### config.mk
export PLATFORM = sky130hd
export DESIGN_NAME = pixel_write_arbiter
export DESIGN_NICKNAME = d
export VERILOG_FILES = /design/src/rtl/pixel_write_arbiter_pkg.sv /design/src/rtl/pixel_fifo.sv /design/src/rtl/pixel_write_arbiter.sv
export SDC_FILE = /design/constraint.sdc
export NUM_CORES = 1
export LEC_CHECK = 0
export CAP_MARGIN = 20
export CORE_UTILIZATION = 64
export CTS_BUF_LIST = sky130_fd_sc_hd__clkbuf_8
export DETAILED_ROUTE_END_ITERATION = 8
export PLACE_DENSITY = 0.88
export SLEW_MARGIN = 0
export SYNTH_ARGS = -nofsm -noshare
export SYNTH_HDL_FRONTEND = slang
export SYNTH_SLANG_ARGS = --single-unit
### constraint.sdc
create_clock -name Clock -period 4.5 [get_ports Clock]
set_clock_uncertainty 0.15 [all_clocks]
set_input_delay 0.45 -clock Clock [delete_from_list [all_inputs] [get_ports Clock]]
set_output_delay 0.45 -clock Clock [all_outputs]
set_load 0.01 [all_outputs]
### src/rtl/pixel_write_arbiter_pkg.sv
// Shared types and constants for the pixel write arbiter: coordinate/color widths,
// screen bounds, grant encoding and the packed FIFO entry.
package pixel_write_arbiter_pkg;

  localparam int unsigned nX          = 10;
  localparam int unsigned nY          = 9;
  localparam int unsigned COLOR_DEPTH = 9;
  localparam int unsigned PIX_W       = nX + nY + COLOR_DEPTH;

  localparam logic [nX-1:0] XSCREEN = 10'd640;
  localparam logic [nY-1:0] YSCREEN = 9'd480;

  typedef enum logic {
    GrantPlayer = 1'b0,
    GrantObst   = 1'b1
  } grant_e;

  typedef struct packed {
    logic [nX-1:0]          x;
    logic [nY-1:0]          y;
    logic [COLOR_DEPTH-1:0] color;
  } pixel_t;

  function automatic pixel_t pack_pixel(input logic [nX-1:0]          x,
                                        input logic [nY-1:0]          y,
                                        input logic [COLOR_DEPTH-1:0] color);
    pixel_t p;
    p.x     = x;
    p.y     = y;
    p.color = color;
    return p;
  endfunction

endpackage

### src/rtl/pixel_fifo.sv
// Single-clock synchronous FIFO with combinational read data (head of queue),
// power-of-two depth, wrapping pointers and an explicit occupancy count.
module pixel_fifo #(
  parameter int unsigned Width = 28,
  parameter int unsigned Depth = 16,
  localparam int unsigned PtrW = $clog2(Depth),
  localparam int unsigned CntW = PtrW + 1
) (
  input  logic             clk_i,
  input  logic             rst_i,
  input  logic             push_i,
  input  logic [Width-1:0] wdata_i,
  input  logic             pop_i,
  output logic [Width-1:0] rdata_o,
  output logic             full_o,
  output logic             empty_o,
  output logic [CntW-1:0]  count_o
);

  logic [Width-1:0] mem_q [Depth];
  logic [PtrW-1:0]  wr_ptr_q, wr_ptr_d;
  logic [PtrW-1:0]  rd_ptr_q, rd_ptr_d;
  logic [CntW-1:0]  count_q, count_d;
  logic             do_push, do_pop;

  assign full_o  = (count_q == CntW'(Depth));
  assign empty_o = (count_q == '0);
  assign count_o = count_q;
  assign rdata_o = mem_q[rd_ptr_q];

  // A full FIFO still accepts a push when the head leaves in the same cycle.
  assign do_pop  = pop_i && !empty_o;
  assign do_push = push_i && (!full_o || do_pop);

  always_comb begin
    wr_ptr_d = wr_ptr_q;
    rd_ptr_d = rd_ptr_q;
    count_d  = count_q;
    if (do_push) wr_ptr_d = wr_ptr_q + PtrW'(1);
    if (do_pop)  rd_ptr_d = rd_ptr_q + PtrW'(1);
    unique case ({do_push, do_pop})
      2'b10:   count_d = count_q + CntW'(1);
      2'b01:   count_d = count_q - CntW'(1);
      default: count_d = count_q;
    endcase
  end

  always_ff @(posedge clk_i) begin
    if (rst_i) begin
      wr_ptr_q <= '0;
      rd_ptr_q <= '0;
      count_q  <= '0;
    end else begin
      wr_ptr_q <= wr_ptr_d;
      rd_ptr_q <= rd_ptr_d;
      count_q  <= count_d;
    end
  end

  always_ff @(posedge clk_i) begin
    if (!rst_i && do_push) mem_q[wr_ptr_q] <= wdata_i;
  end

endmodule

### src/rtl/pixel_write_arbiter.sv
// Merges player and obstacle pixel writes into one VGA write port via per-source FIFOs
// and round-robin arbitration with player override. Optional PIXEL_CLIP_EN drops
// off-screen pixels at push time.
module pixel_write_arbiter
  import pixel_write_arbiter_pkg::*;
#(
  parameter int unsigned FIFO_DEPTH = 16
) (
  input  logic                   Clock,
  input  logic                   Reset,
  input  logic [nX-1:0]          p_x,
  input  logic [nY-1:0]          p_y,
  input  logic [COLOR_DEPTH-1:0] p_color,
  input  logic                   p_write,
  input  logic                   p_priority,
  input  logic [nX-1:0]          o_x,
  input  logic [nY-1:0]          o_y,
  input  logic [COLOR_DEPTH-1:0] o_color,
  input  logic                   o_write,
  output logic [nX-1:0]          VGA_x,
  output logic [nY-1:0]          VGA_y,
  output logic [COLOR_DEPTH-1:0] VGA_color,
  output logic                   VGA_write,
  output logic                   p_full,
  output logic                   o_full,
  output logic                   p_overflow,
  output logic                   o_overflow,
  input  logic                   clear_overflow
);

  localparam int unsigned CntW = $clog2(FIFO_DEPTH) + 1;

  logic [PIX_W-1:0] p_rdata, o_rdata;
  logic [CntW-1:0]  p_count, o_count;
  logic             p_fifo_full, o_fifo_full;
  logic             p_empty, o_empty;
  logic             p_in_range, o_in_range;
  logic             p_req, o_req, p_push, o_push, p_pop, o_pop;

  logic   grant_valid;
  grant_e grant_sel;

  grant_e last_grant_q, last_grant_d;
  pixel_t vga_pix_q, vga_pix_d;
  logic   vga_write_q, vga_write_d;
  logic   p_ovf_q, p_ovf_d, o_ovf_q, o_ovf_d;

`ifdef PIXEL_CLIP_EN
  assign p_in_range = (p_x < XSCREEN) && (p_y < YSCREEN);
  assign o_in_range = (o_x < XSCREEN) && (o_y < YSCREEN);
`else
  assign p_in_range = 1'b1;
  assign o_in_range = 1'b1;
`endif

  // Clipped pixels never reach the FIFO, so they cannot count as drops.
  assign p_req  = p_write && p_in_range;
  assign o_req  = o_write && o_in_range;
  assign p_push = p_req && (!p_fifo_full || p_pop);
  assign o_push = o_req && (!o_fifo_full || o_pop);

  pixel_fifo #(
    .Width (PIX_W),
    .Depth (FIFO_DEPTH)
  ) u_p_fifo (
    .clk_i   (Clock),
    .rst_i   (Reset),
    .push_i  (p_push),
    .wdata_i (pack_pixel(p_x, p_y, p_color)),
    .pop_i   (p_pop),
    .rdata_o (p_rdata),
    .full_o  (p_fifo_full),
    .empty_o (p_empty),
    .count_o (p_count)
  );

  pixel_fifo #(
    .Width (PIX_W),
    .Depth (FIFO_DEPTH)
  ) u_o_fifo (
    .clk_i   (Clock),
    .rst_i   (Reset),
    .push_i  (o_push),
    .wdata_i (pack_pixel(o_x, o_y, o_color)),
    .pop_i   (o_pop),
    .rdata_o (o_rdata),
    .full_o  (o_fifo_full),
    .empty_o (o_empty),
    .count_o (o_count)
  );

  assign p_full = (p_count == CntW'(FIFO_DEPTH));
  assign o_full = (o_count == CntW'(FIFO_DEPTH));

  // Ties go to whoever did not win last, unless the player is in collision mode.
  always_comb begin
    grant_valid = 1'b0;
    grant_sel   = GrantPlayer;
    if (!p_empty && !o_empty) begin
      grant_valid = 1'b1;
      if (p_priority) grant_sel = GrantPlayer;
      else            grant_sel = (last_grant_q == GrantPlayer) ? GrantObst : GrantPlayer;
    end else if (!p_empty) begin
      grant_valid = 1'b1;
      grant_sel   = GrantPlayer;
    end else if (!o_empty) begin
      grant_valid = 1'b1;
      grant_sel   = GrantObst;
    end
  end

  assign p_pop = grant_valid && (grant_sel == GrantPlayer);
  assign o_pop = grant_valid && (grant_sel == GrantObst);

  always_comb begin
    vga_pix_d    = vga_pix_q;
    vga_write_d  = grant_valid;
    last_grant_d = last_grant_q;
    if (grant_valid) begin
      vga_pix_d    = (grant_sel == GrantPlayer) ? pixel_t'(p_rdata) : pixel_t'(o_rdata);
      last_grant_d = grant_sel;
    end
    // A drop in the clearing cycle keeps the flag set.
    p_ovf_d = p_ovf_q;
    o_ovf_d = o_ovf_q;
    if (clear_overflow) begin
      p_ovf_d = 1'b0;
      o_ovf_d = 1'b0;
    end
    if (p_req && !p_push) p_ovf_d = 1'b1;
    if (o_req && !o_push) o_ovf_d = 1'b1;
  end

  always_ff @(posedge Clock) begin
    if (Reset) begin
      vga_pix_q    <= '0;
      vga_write_q  <= 1'b0;
      last_grant_q <= GrantObst;
      p_ovf_q      <= 1'b0;
      o_ovf_q      <= 1'b0;
    end else begin
      vga_pix_q    <= vga_pix_d;
      vga_write_q  <= vga_write_d;
      last_grant_q <= last_grant_d;
      p_ovf_q      <= p_ovf_d;
      o_ovf_q      <= o_ovf_d;
    end
  end

  assign VGA_x      = vga_pix_q.x;
  assign VGA_y      = vga_pix_q.y;
  assign VGA_color  = vga_pix_q.color;
  assign VGA_write  = vga_write_q;
  assign p_overflow = p_ovf_q;
  assign o_overflow = o_ovf_q;

endmodule

==> results_dict.tcl <==
set metrics [dict create \
    max_freq_mhz 272.1 \
    cts_root_buf "clkbuf_8" \
    fp-row-count 87 \
    cp_top_family "compound AO/OA/AOI/OAI gates" \
    cts-buffers-inserted 145 \
    crit_top_cell "buf_4" \
    start_util_pct 65.35 \
    syn2layout_area_growth_pct 13.23 \
    outcome "complete, no violations" \
    crit_path_max_incr_delay_ps 800 \
    die_x_um 242.9 \
    endpoint_kind "flop" \
    overflow 0 \
    start_kind "flop" \
    synth_top_family_by_area "multiplexers" \
    clk_pin_slew_worst_paths_ps 70 \
    cts_resized 0 \
    slew_violations 0 \
    whs_endpoint "p_overflow" \
    post_cts_buffers 0 \
    r2r_slack_ps 820 \
    drt_drc_violations_left 0 \
    yosys.area_share.simple_pct 2.686 \
    min_period_ps 3676 \
    drt-total-wl_um 95020 \
    worst-slew-pin-transition_ps 1209 \
    setup_viol_count_final 0 \
    drive_gt1_share_pct 22.26 \
    final_nets 2126 \
    vias_per_cell 7.077 \
    grt_max_degree 72 \
    synth_ff_type "edfxtp_1" \
    r2r_end "VGA_x[7]" \
    synth.avg_cell_area_um2 20.31 \
    synth_compound_area_share_pct 4.138 \
    clock-sinks 962 \
    slowest_stage "a311oi_1" \
    worstPathBufferInverterCount 3 \
    power_mw 21.36 \
    clock_path_buffers 3 \
    ys_warn_count 0 \
    hold_viol 0 \
    maxCapViolCount 0 \
    clk_latency_ps 810 \
    synth-xor-area-share_pct 0.4482 \
    synth.distinct_cells 59 \
    fin_crit_sh_pct 81.68 \
    hpwl_um 52470 \
    reg2regPathDepth 8 \
    rsz0062_at_grt "false" \
    wl_per_cell_um 32.64 \
    die_y_um 242.9 \
    crit_required_ps 5010 \
    grt_usage_pct 32.78 \
    utilization_pct 73.99 \
    htreeDepth 4 \
    arrival_ps 4180 \
    fin_tns_setup_ps 0 \
    crit_path_max_fanout 15 \
    first_pass_iters 8 \
    antenna_found_initial 3 \
    port_buffers 94 \
    place_congestion 0.8180 \
    coreArea_um2 56820 \
    synthMuxAreaShare_pct 14.39 \
    slew_headroom_pct 18.75 \
    async_flop_share_pct 0 \
    hold_ws_ps 124.6 \
    worst_hold_path.num_cells 4 \
    syn_nets 1910 \
    ant_nets 0 \
    synth_seq_cells 962 \
    powerDensity_nw_per_um2 508.2 \
    grt_pass1_vias 21050 \
    vias 20600 \
    drt_iter0_drc 2971 \
    pin_count 95 \
    fillers 2923 \
    holdBufCountCts 0 \
    dpl-instance-area_um2 39330 \
    synth_edf_count 896 \
    syn-cell-area_um2 37130 \
    syn_inst 1828 \
    worstSetupPathType "reg -> reg" \
    peakVddDrop_v 0.0003479 \
    yosysSeqAreaShare_pct 76.02 \
    cp_cell_sequence "buf_4 > nor2_2 > buf_4 > nand2_1 > a311oi_1 > nor3_1 > buf_4 > a221o_1" \
    yosys.area_share.adder_pct 0.7144 \
    design_area_um2 42040 \
    hold_path.class "in -> reg" \
    worstHoldStart "clear_overflow" \
    leakage_nw 13.41 \
    cts_tree "done" \
    dieArea_um2 58980 \
    grt_pass1_wl_um 136800 \
]
## per-stage QoR
step	worst slack [ps]	std cells
after floorplan	522.0	1828
after global placement	1015	2652
after detailed placement	935.1	2652
after CTS	912.4	2907
after global routing	691.4	2909
final	824.4	2911
## layer usage
layer,vias to the layer above,track usage [%],share of wire (%)
met3,367,8.879,12
li1,8048,-,-
met2,1900,51.08,48
met5,-,0,0.012
met1,10280,42.21,34
met4,2,18.63,6.0
## cells in the mapped netlist, drive strengths merged, types with 2 or more instances
library cell  number  share of area [%]
or3                5              0.084
fa                 2               0.11
xor2               9               0.21
ha                18               0.61
nand2             39               0.39
a21o               4              0.081
clkbuf            49               0.50
mux2i            133                3.6
nand3              6              0.081
or4                2              0.051
edfxtp           896                 72
nor3b              7               0.14
a41oi             10               0.24
o22ai             15               0.27
a211oi            18               0.36
o2bb2ai            3              0.071
a221oi            37               0.87
a2111o             4               0.12
o211ai             3              0.061
o21ai             16               0.22
nor4               2              0.074
a22oi              8               0.16
a211o             10               0.24
nor2b             16               0.27
a221o             17               0.46
a21oi             43               0.59
mux4             177                 11
a311oi            11               0.26
nand2b            16               0.27
or2                5              0.084
nor3              35               0.49
inv               11               0.11
xnor2             10               0.24
o21bai             2              0.040
buf               50               0.97
dfxtp             66                3.6
and2               2              0.034
nor2              63               0.66
## state kept, by name (all words and copies together) (netlist names), named ones only
signal             cells
VGA_color              9
VGA_write              1
VGA_x                 10
VGA_y                  9
last_grant_q           1
o_overflow             1
p_overflow             1
u_o_fifo.count_o       5
u_o_fifo.mem_q       448
u_o_fifo.rd_ptr_q      4
u_o_fifo.wr_ptr_q      4
u_p_fifo.count_o       5
u_p_fifo.mem_q       448
u_p_fifo.rd_ptr_q      4
u_p_fifo.wr_ptr_q      4
## worst register-to-register path, stage by stage, from the launching register on
cell	delay, ps
dfxtp_2	480
buf_4	330
nor2_2	650
buf_4	370
nand2_1	140
a311oi_1	800
nor3_1	130
buf_4	200
a221o_1	290
## worst max-delay path by stage
stage | start | to | slack, ps | cells after the start
global placement | p_priority | u_o_fifo.count_o[4] | 1020 | 11
finish | flop | VGA_x[7] | 820 | 8
CTS | u_p_fifo.count_o[0] | u_o_fifo.count_o[4] | 910 | 11
floorplan | u_o_fifo.count_o[0] | u_p_fifo.mem_q[2][0] | 520 | 5
global route | u_p_fifo.count_o[0] | u_o_fifo.count_o[4] | 690 | 11
detailed placement | u_p_fifo.count_o[0] | u_o_fifo.count_o[4] | 940 | 11
## report_power, final
| group | total [mW] | leakage [nW] | switching (mW) | internal, mW |
|---|---|---|---|---|
| Clock | 6.78 | 1.56 | 3.32 | 3.46 |
| Sequential | 10.5 | 8.62 | 0.471 | 10.0 |
| Combinational | 4.07 | 3.23 | 2.18 | 1.89 |
| Total | 21.4 | 13.4 | 5.97 | 15.4 |
## placed cells by master, fill, tap and decap left out, types with 7 or more instances in the layout
cell type        netlist  routed
edfxtp_1             896     896
mux4_2               170     170
clkbuf_8               0     159
mux2i_1              133     133
clkdlybuf4s50_1        0      94
buf_4                 19      70
inv_1                 10      59
dfxtp_1               66      58
a21oi_1               42      42
nand2_1               39      39
a221oi_1              37      37
nor2_1                62      33
nor3_1                34      30
nor2_4                 1      29
clkinv_1               0      25
a211oi_1              18      18
ha_1                  18      18
a221o_1               17      17
nand2b_1              16      16
o21ai_0               16      16
nor2b_1               16      14
o22ai_1               14      14
clkinv_2               0      14
a311oi_1              11      11
xnor2_1               10      10
a41oi_1               10      10
a211o_1               10      10
xor2_1                 9       9
a22oi_1                8       8
nor3b_1                7       7
mux4_1                 7       7
## cells by family (layout without fill, tap and decap cells)
kind of cell,count (synthesis),count (layout)
adder cells (fa/ha/maj),20,20
flip-flops,962,962
buffers and inverters,111,435
AO/OA/AOI/OAI,205,205
other,0,3
multiplexers,310,310
XOR/XNOR,19,19
AND/OR/NAND/NOR,201,201
## final cells by class
type	count	area [um2]	area share, %
flip-flops and latches	962	28250	67.18
multi-input cells	755	8553	20.34
clock buffers	159	2188	5.205
repair buffers	169	1562	3.714
well taps	756	945.9	2.250
clock inverters	96	499.2	1.187
inverters	11	41.29	0.09821
diodes	3	7.507	0.01786
Power figures use the tool's default switching activity.
